--- config.mk ---
export PLATFORM = sky130hd
export DESIGN_NAME = regset_bus_sequencer
export DESIGN_NICKNAME = d
export VERILOG_FILES = /design/src/rtl/regset_bus_sequencer.sv
export SDC_FILE = /design/constraint.sdc
export NUM_CORES = 1
export LEC_CHECK = 0
export CORE_MARGIN = 2
export CORE_UTILIZATION = 43
export CTS_CLUSTER_SIZE = 25
export DETAILED_ROUTE_END_ITERATION = 8
export PLACE_DENSITY = 0.83
export REMOVE_ABC_BUFFERS = 1
export SLEW_MARGIN = 20
export SYNTH_ARGS = -nofsm -noshare
export SYNTH_HDL_FRONTEND = slang
export SYNTH_SLANG_ARGS = --single-unit
--- constraint.sdc ---
create_clock -name i_clk -period 1.6 [get_ports i_clk]
set_input_delay 0.16 -clock i_clk [delete_from_list [all_inputs] [get_ports i_clk]]
set_output_delay 0.16 -clock i_clk [all_outputs]
set_load 0.01 [all_outputs]
--- src/rtl/regset_bus_sequencer.sv ---
// regset_bus_sequencer
//   Sequences src->dst moves on the shared 8-bit bus between the two-register set and the
//   immediate driver. Two requesters are arbitrated round-robin through a valid/ready
//   handshake. Each move runs IDLE -> DRIVE -> WRITE -> TURN (TURN_CYCLES, skipped if 0).
//   All strobes are registered, so only one bus driver is ever enabled in any cycle.
//
// Ports
//   i_clk, i_nReset               clock, synchronous active-low reset
//   i_reqNValid/Src/Dst           requester N move: src 0=reg0 1=reg1 2=imm 3=none,
//                                 dst mask bit0=reg0 bit1=reg1
//   o_reqNReady                   requester N accepted this cycle (combinational)
//   i_aluSelWe, i_aluSel          load the ALU operand select
//   o_ctrlReg{0,1}NWE             register write enables, active low
//   o_ctrlReg{0,1}BusNOE          register bus drives, active low
//   o_ctrlImmBusNOE               immediate bus drive, active low
//   o_ctrlAluSel                  registered ALU operand select
//   o_busy                        sequencer not idle
//   o_grant                       requester owning the current or last move

module regset_bus_sequencer #(
   parameter int unsigned TURN_CYCLES = 1  // legal 0..3
) (
   input  logic       i_clk,
   input  logic       i_nReset,
   input  logic       i_req0Valid,
   input  logic [1:0] i_req0Src,
   input  logic [1:0] i_req0Dst,
   output logic       o_req0Ready,
   input  logic       i_req1Valid,
   input  logic [1:0] i_req1Src,
   input  logic [1:0] i_req1Dst,
   output logic       o_req1Ready,
   input  logic       i_aluSelWe,
   input  logic       i_aluSel,
   output logic       o_ctrlReg0NWE,
   output logic       o_ctrlReg1NWE,
   output logic       o_ctrlReg0BusNOE,
   output logic       o_ctrlReg1BusNOE,
   output logic       o_ctrlImmBusNOE,
   output logic       o_ctrlAluSel,
   output logic       o_busy,
   output logic       o_grant
);

   typedef enum logic [1:0] {StIdle, StDrive, StWrite, StTurn} state_e;

   localparam logic [1:0] SrcNone  = 2'd3;
   // Counter load for the TURN phase; unused when TURN_CYCLES is 0.
   localparam logic [1:0] TurnLast = (TURN_CYCLES == 0) ? 2'd0 : 2'(TURN_CYCLES - 1);

   state_e     state_q;
   logic [1:0] src_q;
   logic [1:0] dst_q;
   logic [1:0] turn_cnt_q;
   logic       rr_q;         // requester that wins the next tie
   logic       grant_q;
   logic       alu_sel_q;
   logic       reg0_nwe_q;
   logic       reg1_nwe_q;
   logic       reg0_noe_q;
   logic       reg1_noe_q;
   logic       imm_noe_q;

   logic       gnt_sel;
   logic       accept;
   logic [1:0] acc_src;
   logic [1:0] acc_dst;
   logic       write_en;

   // Arbitration: a lone requester wins; a tie goes to the round-robin pointer.
   always_comb begin
      gnt_sel = 1'b0;
      if (i_req0Valid && i_req1Valid) begin
         gnt_sel = rr_q;
      end else if (i_req1Valid) begin
         gnt_sel = 1'b1;
      end
   end

   assign o_req0Ready = (state_q == StIdle) & i_req0Valid & ~gnt_sel;
   assign o_req1Ready = (state_q == StIdle) & i_req1Valid &  gnt_sel;
   assign accept      = o_req0Ready | o_req1Ready;
   assign acc_src     = gnt_sel ? i_req1Src : i_req0Src;
   assign acc_dst     = gnt_sel ? i_req1Dst : i_req0Dst;
   // A move with no source still takes full timing but must never write.
   assign write_en    = (src_q != SrcNone);

   always_ff @(posedge i_clk) begin
      if (!i_nReset) begin
         state_q    <= StIdle;
         src_q      <= SrcNone;
         dst_q      <= 2'b00;
         turn_cnt_q <= 2'd0;
         rr_q       <= 1'b0;
         grant_q    <= 1'b0;
         alu_sel_q  <= 1'b0;
         reg0_nwe_q <= 1'b1;
         reg1_nwe_q <= 1'b1;
         reg0_noe_q <= 1'b1;
         reg1_noe_q <= 1'b1;
         imm_noe_q  <= 1'b1;
      end else begin
         if (i_aluSelWe) begin
            alu_sel_q <= i_aluSel;
         end
         unique case (state_q)
            StIdle: begin
               if (accept) begin
                  src_q      <= acc_src;
                  dst_q      <= acc_dst;
                  grant_q    <= gnt_sel;
                  rr_q       <= ~gnt_sel;
                  reg0_noe_q <= (acc_src != 2'd0);
                  reg1_noe_q <= (acc_src != 2'd1);
                  imm_noe_q  <= (acc_src != 2'd2);
                  state_q    <= StDrive;
               end
            end
            StDrive: begin
               // Source keeps driving; destinations strobe during WRITE.
               reg0_nwe_q <= ~(write_en & dst_q[0]);
               reg1_nwe_q <= ~(write_en & dst_q[1]);
               state_q    <= StWrite;
            end
            StWrite: begin
               reg0_nwe_q <= 1'b1;
               reg1_nwe_q <= 1'b1;
               reg0_noe_q <= 1'b1;
               reg1_noe_q <= 1'b1;
               imm_noe_q  <= 1'b1;
               turn_cnt_q <= TurnLast;
               state_q    <= (TURN_CYCLES == 0) ? StIdle : StTurn;
            end
            StTurn: begin
               if (turn_cnt_q == 2'd0) begin
                  state_q <= StIdle;
               end else begin
                  turn_cnt_q <= turn_cnt_q - 2'd1;
               end
            end
            default: begin
               state_q <= StIdle;
            end
         endcase
      end
   end

   assign o_ctrlReg0NWE    = reg0_nwe_q;
   assign o_ctrlReg1NWE    = reg1_nwe_q;
   assign o_ctrlReg0BusNOE = reg0_noe_q;
   assign o_ctrlReg1BusNOE = reg1_noe_q;
   assign o_ctrlImmBusNOE  = imm_noe_q;
   assign o_ctrlAluSel     = alu_sel_q;
   assign o_busy           = (state_q != StIdle);
   assign o_grant          = grant_q;

endmodule

==> summary.md, run 1 <==
The number of global-route vias before repair came out at 939. After clock tree synthesis, the flow added hold-fix buffers numbering 0. The fraction of layout instances using a drive strength above 1 was 24.8%; the number of cells on the worst hold path was 3.

The total overflow left after global routing is 0. For the total die area, the log shows 2670 sq um. Type of the worst setup path: reg2out. The detail route stage leaves a number of antenna-violating nets equal to 0. The count of buffers added on input and output ports is 23. The maximum single-stage delay on the critical path was 0.33 ns; the post-route cell area was 1350 sq um. After detailed routing, the average wire length per cell comes to 13.7 microns.

At the pin with the least slew margin, the transition time is 0.319 ns. CTS placed an instance of sky130_fd_sc_hd__clkbuf_4 at the clock tree root. In this run the static leakage power is 0.533 nW. For the number of setup violations in the final report, the log shows 0.

The top flip-flop cell by instance count after synthesis is sky130_fd_sc_hd__dfxtp_1. Clock-pin slew was measured on the worst setup and hold paths at 0.10 ns. STA puts the critical path data required time at 1.44 ns. The maximum vdd ir drop was 0.000766 V; the share of total power consumed by net switching was 36.5%. The run gives 0 as the remaining design rule violation count. The first global-routing pass estimated 4060 microns of wire. The register bit count reported by yosys was 16.

By area the synthesized netlist is led by sky130_fd_sc_hd__dfxtp_1 (33%), sky130_fd_sc_hd__a2111oi_4 (8.5%), sky130_fd_sc_hd__ha_1 (6.4%). The depth of the worst register-to-register path came out at 6. The count of flip-flops with a built-in enable after synthesis was 0; the cell count after synthesis was 105. For the pin count of the biggest net entering global routing, the log shows 12.

The critical path starts at state_q[0]. The logs give 31.1% for the part of the total power dissipated in sequential elements and 2 for the maximum number of buffers from clock root to sink. The area added between synthesis and finish is 38.7%, and the number of max-cap violations is 0.

The share of the synthesized area in the top cell type was 32.8%; the global placement routability congestion was 0.758. Hold violation count in the final report: 0. The run finished with clean final reports. For this block, the via count after detailed routing is 933. The run gives 32.8% as the sequential cell area fraction in the yosys report. Measured against its own limit, the worst slew margin works out to 78.7%.

The number of buffers added by the clock tree synthesis step is 3, and the share of synthesized registers carrying an async set or reset is 0%. The slowest library cell on the worst path was sky130_fd_sc_hd__dfxtp_1. The effective utilization at floorplan came out at 45.0%. The worst hold-check path type is in2reg. In this run the critical register-to-register path is launched from state_q[0]. In this run the most critical hold path is launched from i_req0Dst[0].

Count of unique library cells instantiated by Yosys: 36. TritonCTS built the clock tree. In this run the vertical extent of the chip is 51.6 microns. In the synthesized netlist, the cells that appear most often are sky130_fd_sc_hd__dfxtp_1 (16), sky130_fd_sc_hd__inv_1 (9), sky130_fd_sc_hd__nor2_1 (9), sky130_fd_sc_hd__o21ai_0 (7), sky130_fd_sc_hd__ha_1 (5).

The cell area that synthesis handed to floorplanning was 976 sq um. Summed over all layers, the routed wires come to 2320 microns. Endpoint class of the critical path: an output port. The number of inserted diodes was 0. The final critical-path share of the clock period came out at 94.4%. The switching power was 0.638 mW. The run gives 2170 sq um as the standard cell core area. The clock network burns 15.8% of the power. The tools report the global routing usage summed across all routing layers as 20.1%.

The first detailed-routing pass ran for 4 iterations. After synthesis, the mean cell area works out to 9.29 sq um. Number of vias per cell after detailed routing: 5.52. The dominant cell by count in the synthesized netlist was sky130_fd_sc_hd__dfxtp_1. The share of total power dissipated in combinational logic is 53.2%. The biggest area contributor in the post-synthesis netlist is sky130_fd_sc_hd__dfxtp_1.

Count of boundary I/O pins: 24. The number of antenna violations at the first check in global routing was 0; the detailed-placement wirelength estimate was 1780 microns. Power spread over the standard cell area amounts to 1290 nW/um^2. The clock net sink count was 16; the clock tree skew after final layout was 0.00689 ns. The run gives 0 as the number of pins with negative max-slew slack in the final report. Setup repair after global routing left no endpoint under its margin. The cell area after placement is 1300 sq um, and the minimum clock period is 1.51 ns.

Static timing analysis puts the maximum clock frequency at 662 MHz. Critical path arrival: 1.35 ns. The critical path goes through inv_2 > ha_4 > inv_1 > buf_4 > dlygate4sd2_1. For the row count, the log shows 17. The number of warning messages in the yosys log came out at 0.

The tools report the startpoint class of the critical path as a flip-flop. The die boundary width is 51.6 microns, and the clock latency on the worst-skew pair is 0.29 ns. Internal power comes to 1.11 mW. After the first detailed-routing iteration, the DRC count stood at 7. In the final design database the tool counted 161 nets.

The layout has 206 filler cells. The biggest fanout along the worst timing path was 5. The tools report the total number of H-tree levels as 1. The core occupancy in the finished layout was 62.4%.
cell families (layout without fill, tap and decap cells):
kind of cell / after synthesis / count (layout) / share of synthesized area (%)
muxes: 1 / 1 / 1.03
DFF: 16 / 16 / 32.8
buffers and inverters: 15 / 51 / 8.59
adders and majority gates: 5 / 5 / 6.41
and+or+nand+nor: 42 / 42 / 27.4
AOI/OAI and AO/OA: 26 / 26 / 23.7
timing repair:
action,in CTS,in global routing
endpoints found under the setup margin,9,6
endpoints found under the hold margin,0,0
gates resized for setup,9,4
buffers inserted,0,0
power groups by stage:
stage          Combinational, mW  Sequential, mW  Clock [mW]
6_report                   0.930           0.544       0.276
5_1_grt                     1.02           0.555       0.298
4_1_cts                    0.913           0.540       0.283
3_5_place_dp               0.873           0.545           0
3_3_place_gp               0.846           0.542           0
2_1_floorplan              0.462           0.561           0
state kept, by name (all words and copies together), names as in the netlist:
register and flops:
turn_cnt_q 2, state_q 2, o_ctrlImmBusNOE 1, dst_q 2
rr_q 1, src_q 2, o_ctrlAluSel 1, o_ctrlReg1BusNOE 1
o_grant 1, o_ctrlReg1NWE 1, o_ctrlReg0BusNOE 1, o_ctrlReg0NWE 1
worst max-delay path, delay by kind of cell, from the launching register on:
kind	cells	cell delay [ns]
fa+ha+maj	1	0.18
flops	1	0.33
buf+inv	4	0.55
routing by layer:
layer / part of all wire, % / GRT usage (%)
met5: 0 / 0
met4: 0.69 / 7.89
met3: 2.5 / 3.16
met2: 52 / 35.7
met1: 45 / 24.1
layout make-up:
type	count	area [sq um]	area share (%)
Multi-Input combinational cell	74	587	43.3
Clock buffer	4	36.3	2.68
Sequential cell	16	322	23.8
Inverter	9	33.8	2.50
Tap cell	28	35.0	2.59
Timing Repair Buffer	38	340	25.1
layout by cell type, fill, tap and decap left out, types with 2 or more instances in the layout:
cell                              count
sky130_fd_sc_hd__clkdlybuf4s50_1     20
sky130_fd_sc_hd__nand3_1              4
sky130_fd_sc_hd__a32oi_1              2
sky130_fd_sc_hd__inv_2                2
sky130_fd_sc_hd__buf_4               14
sky130_fd_sc_hd__a2111oi_4            3
sky130_fd_sc_hd__o311ai_1             3
sky130_fd_sc_hd__dfxtp_1             15
sky130_fd_sc_hd__o21ai_2              2
sky130_fd_sc_hd__inv_1                7
sky130_fd_sc_hd__o21ai_0              7
sky130_fd_sc_hd__and4b_1              2
sky130_fd_sc_hd__nor4_1               2
sky130_fd_sc_hd__nand2b_1             3
sky130_fd_sc_hd__nor3_1               2
sky130_fd_sc_hd__ha_1                 3
sky130_fd_sc_hd__a31oi_1              4
sky130_fd_sc_hd__nor3b_1              2
sky130_fd_sc_hd__nand4_1              4
sky130_fd_sc_hd__clkbuf_4             3
sky130_fd_sc_hd__a21oi_1              3
sky130_fd_sc_hd__nor2_1               9
sky130_fd_sc_hd__nand2_1              4
through the flow:
step / total power, mW / hold slack [ns] / worst slack [ns] / setup TNS (ns) / cells
after detailed placement: 1.42 / 0.449 / -0.112 / -0.261 / 165
after global placement: 1.39 / 0.450 / -0.0993 / -0.132 / 165
after CTS: 1.74 / 0.463 / 0.0138 / 0 / 169
after global routing: 1.88 / 0.472 / 0.00140 / 0 / 169
final: 1.75 / 0.459 / 0.0894 / 0 / 169
after floorplan: 1.02 / 0.236 / 0.102 / 0 / 99
worst paths after layout:
kind | end | slack (ns)
worst max-delay path | o_busy | 0.09
worst min register to register | dst_q[0] | 0.46
worst max register to register | o_ctrlImmBusNOE | 0.09
worst min-delay path | dst_q[0] | 0.46
Note: power is estimated with default switching activity, not from simulation.
==> run 2, diff against run 1 <==
- clock period: 1.6 -> 1.95 ns (I/O delays scaled with it)
==> run 2 against run 1 <==
Effect of this change:
- core utilization decreased by 4.7 points
- clock power decreased by 39%
- flip-flop and latch count unchanged
- combinational power decreased by 25%
- non-clock buffer count decreased by 12
- cell count decreased by 7.7%
- worst hold slack improved by 0.012 ns
- count of clock-buffer cells in the layout decreased by 1
- routed wire length decreased by 2.3%
- highest routed layer unchanged
==> summary.md, run 2 (synthesis results as in run 1) <==
The floorplan step defined a core boundary enclosing 2170 sq um. Entering global routing, the biggest net connects 12 pins. The number of buffers and inverters on the critical path was 2; the clock transition at the registers of the reported paths was 0.09 ns.

Power comes to 1.32 mW. The maximum single-stage delay on the critical path is 0.53 ns. TritonCTS built the clock tree. In this run the horizontal extent of the chip is 51.6 microns.

Once placement completed, the tool counted placed cells totaling 153. Cells with a size suffix above 1 make up 14.8% of the layout. The first-pass GRT wire length was 3680 microns. After the first detailed-routing iteration, the DRC count stood at 28. In this run, CTS created clock tree buffers numbering 3. The biggest fanout along the worst timing path was 7; the global-route congestion overflow total was 0. The logs give 0 for the final antenna-violating net count and 0 for the total of hold buffers inserted after clock tree synthesis. For this run, the total global-route usage over all layers was measured as 18.6%. The initial utilization of the core area, before any placement, comes to 45.0%. The total number of H-tree levels is 1. Measured along the y axis, the die boundary spans 51.6 microns. Measured against its own limit, the worst slew margin works out to 58.6%. Terminus of the critical flop-to-flop path: o_ctrlReg1BusNOE. The count of cells in the finished layout, fillers not included, comes to 156. The run gives 0 as the number of antenna violations at the first check in global routing. The wire-length estimate of the detail-placed layout is 1730 microns. During I/O placement, the number of pins put on the boundary was 24. The startpoint identified for the worst hold timing path is turn_cnt_q[1]. The area added between synthesis and finish came out at 28.2%. The logs give 551 MHz for the maximum operating frequency and 0 for the number of setup violations in the final report.

The internal portion of the total power is 0.818 mW. The run finished with clean final reports. For the maximum number of buffers from clock root to sink, the log shows 2. The critical path starts at state_q[0].

Among cell families on the critical path, the largest total delay comes from buffers and inverters. Registers are responsible for 34.1% of the overall power. Wires add up to 2270 microns. For this design the ratio of total power to cell area is 1050 nW/um^2. In this run the static leakage power is 0.479 nW. The run gives 0 as the number of pins with negative max-slew slack in the final report. Combinational logic burns 53.0% of the power. For the number of global-route vias before repair, the log shows 843.

Walking the worst path, the cells encountered are inv_2 > ha_4 > and3_2 > clkdlybuf4s50_1. The library cell used most frequently in the layout, excluding fill and tap cells, is sky130_fd_sc_hd__clkdlybuf4s50_1. The tightest min-delay check is of the reg2reg type. The maximum vdd ir drop was 0.000555 V; the hold violation count in the final report was 0. On the final layout, the worst clock skew is 0.00223 ns. The routed design could run at a clock period as short as 1.82 ns. Depth of the worst register-to-register path: 5. Once the clock tree was built, the setup fixing pass inserted 0 buffers. The placed instances occupy a cell area of 1210 sq um. The setup check on the worst reg-to-reg path leaves a slack of 0.29 ns. The actual slew at the worst max-slew pin is 0.621 ns. The worst setup path is captured at an output port. Type of the worst setup path: reg2out. The slowest library cell on the worst path is sky130_fd_sc_hd__clkdlybuf4s50_1.

Data on the critical path is required at its endpoint by 1.75 ns. The congestion estimate from routability-driven global placement came to 0.779. The number of inserted diodes was 0; the post-detailed-route wirelength per cell was 14.5 microns.

In this run the critical register-to-register path is launched from state_q[0]. In this run the core area contains 17 standard-cell rows. In the final timing run, aggregate negative setup slack is 0 ns. The clock net sink count is 16, and the clock group share of total power is 12.9%. For the net total in the final layout, the log shows 149. The number of iterations in the first detailed-routing pass was 4; the total die area was 2670 sq um. At the later pin of the worst-skew pair, clock insertion delay measures 0.28 ns. After routing the design area is 1250 sq um. Net switching is 37.8% of the power. The analysis attributes to net switching a power of 0.498 mW. The path with the worst hold slack has its endpoint at turn_cnt_q[1]. After detailed routing, the number of vias per cell comes to 5.68. Setup repair after global routing left no endpoint under its margin.

The cell sitting at the root of the clock tree is a sky130_fd_sc_hd__clkbuf_4. Setup slack on the critical path of the routed design comes to 0.135 ns. Count of input and output buffers: 23. Startpoint class of the critical path: a flip-flop. For the remaining design rule violation count, the log shows 0. Fill cells in the final layout number 197. The number of cells on the worst hold path works out to 2.

In the layout the commonest cells are sky130_fd_sc_hd__clkdlybuf4s50_1 (22), sky130_fd_sc_hd__dfxtp_1 (16), sky130_fd_sc_hd__nor2_1 (9). Data arrives at the worst endpoint at 1.62 ns. Timing analysis after detailed placement gives a worst setup slack of 0.187 ns. Of the available clock period, the critical path in the final layout requires 93.1%.

Overall via count from detail_route: 886. The number of max-cap violations came out at 0.
==> run 2: through the flow <==
step                      hold WS [ns]  util [%]
after detailed placement         0.460      55.9
after floorplan                  0.271         -
after CTS                        0.472      57.6
final                            0.471      57.7
after global routing             0.506      57.7
after global placement           0.450      55.9
==> run 2: final cells by class <==
| type | instances | area, sq um | area share, % |
|---|---|---|---|
| multi-input combinational | 74 | 584 | 46.7 |
| tap | 28 | 35.0 | 2.80 |
| timing repair buffer | 26 | 255 | 20.4 |
| inverter | 9 | 33.8 | 2.70 |
| sequential | 16 | 320 | 25.6 |
| clock buffer | 3 | 22.5 | 1.80 |
==> run 2: power by group through the flow <==
stage	sequential, mW	combinational (mW)	clock, mW
finish	0.449	0.698	0.169
global route	0.456	0.757	0.193
detailed placement	0.452	0.654	0
global placement	0.449	0.627	0
floorplan	0.460	0.379	0
CTS	0.446	0.695	0.175
==> run 2: per-layer routing <==
metal / track usage [%] / vias to the layer above / part of all wire [%]
met1: 22.9 / 433 / 43
met5: 0 / - / 0
met2: 30.6 / 20 / 51
met3: 4.02 / 4 / 3.7
li1: - / 429 / -
met4: 9.21 / 0 / 1.5
==> run 2: worst max-delay path by stage <==
stage	end	slack, ns	cells past startpoint
2_1_floorplan	o_ctrlImmBusNOE	0.45	5
3_5_place_dp	o_req1Ready	0.19	4
5_1_grt	o_req0Ready	0.04	4
4_1_cts	o_req1Ready	0.003	5
3_3_place_gp	o_req0Ready	0.20	4
6_report	o_req0Ready	0.13	4
==> run 2: worst register-to-register path: stages (launching register included) <==
cell                       delay [ns]
sky130_fd_sc_hd__dfxtp_1         0.34
sky130_fd_sc_hd__inv_2           0.10
sky130_fd_sc_hd__ha_1            0.56
sky130_fd_sc_hd__nor2_1          0.10
sky130_fd_sc_hd__and4_1          0.24
sky130_fd_sc_hd__o311ai_1        0.22
==> run 2: repair_timing <==
item                       4_1_cts  5_1_grt
gates resized for setup          2        3
pin swaps                        0        0
setup endpoints to repair        2        2
==> run 3, diff against run 2 <==
- ABC_CLOCK_PERIOD_IN_PS: unset -> 1950
==> results of run 3 <==
Same layout as run 2: the final DEF is identical, and so are final timing and power.
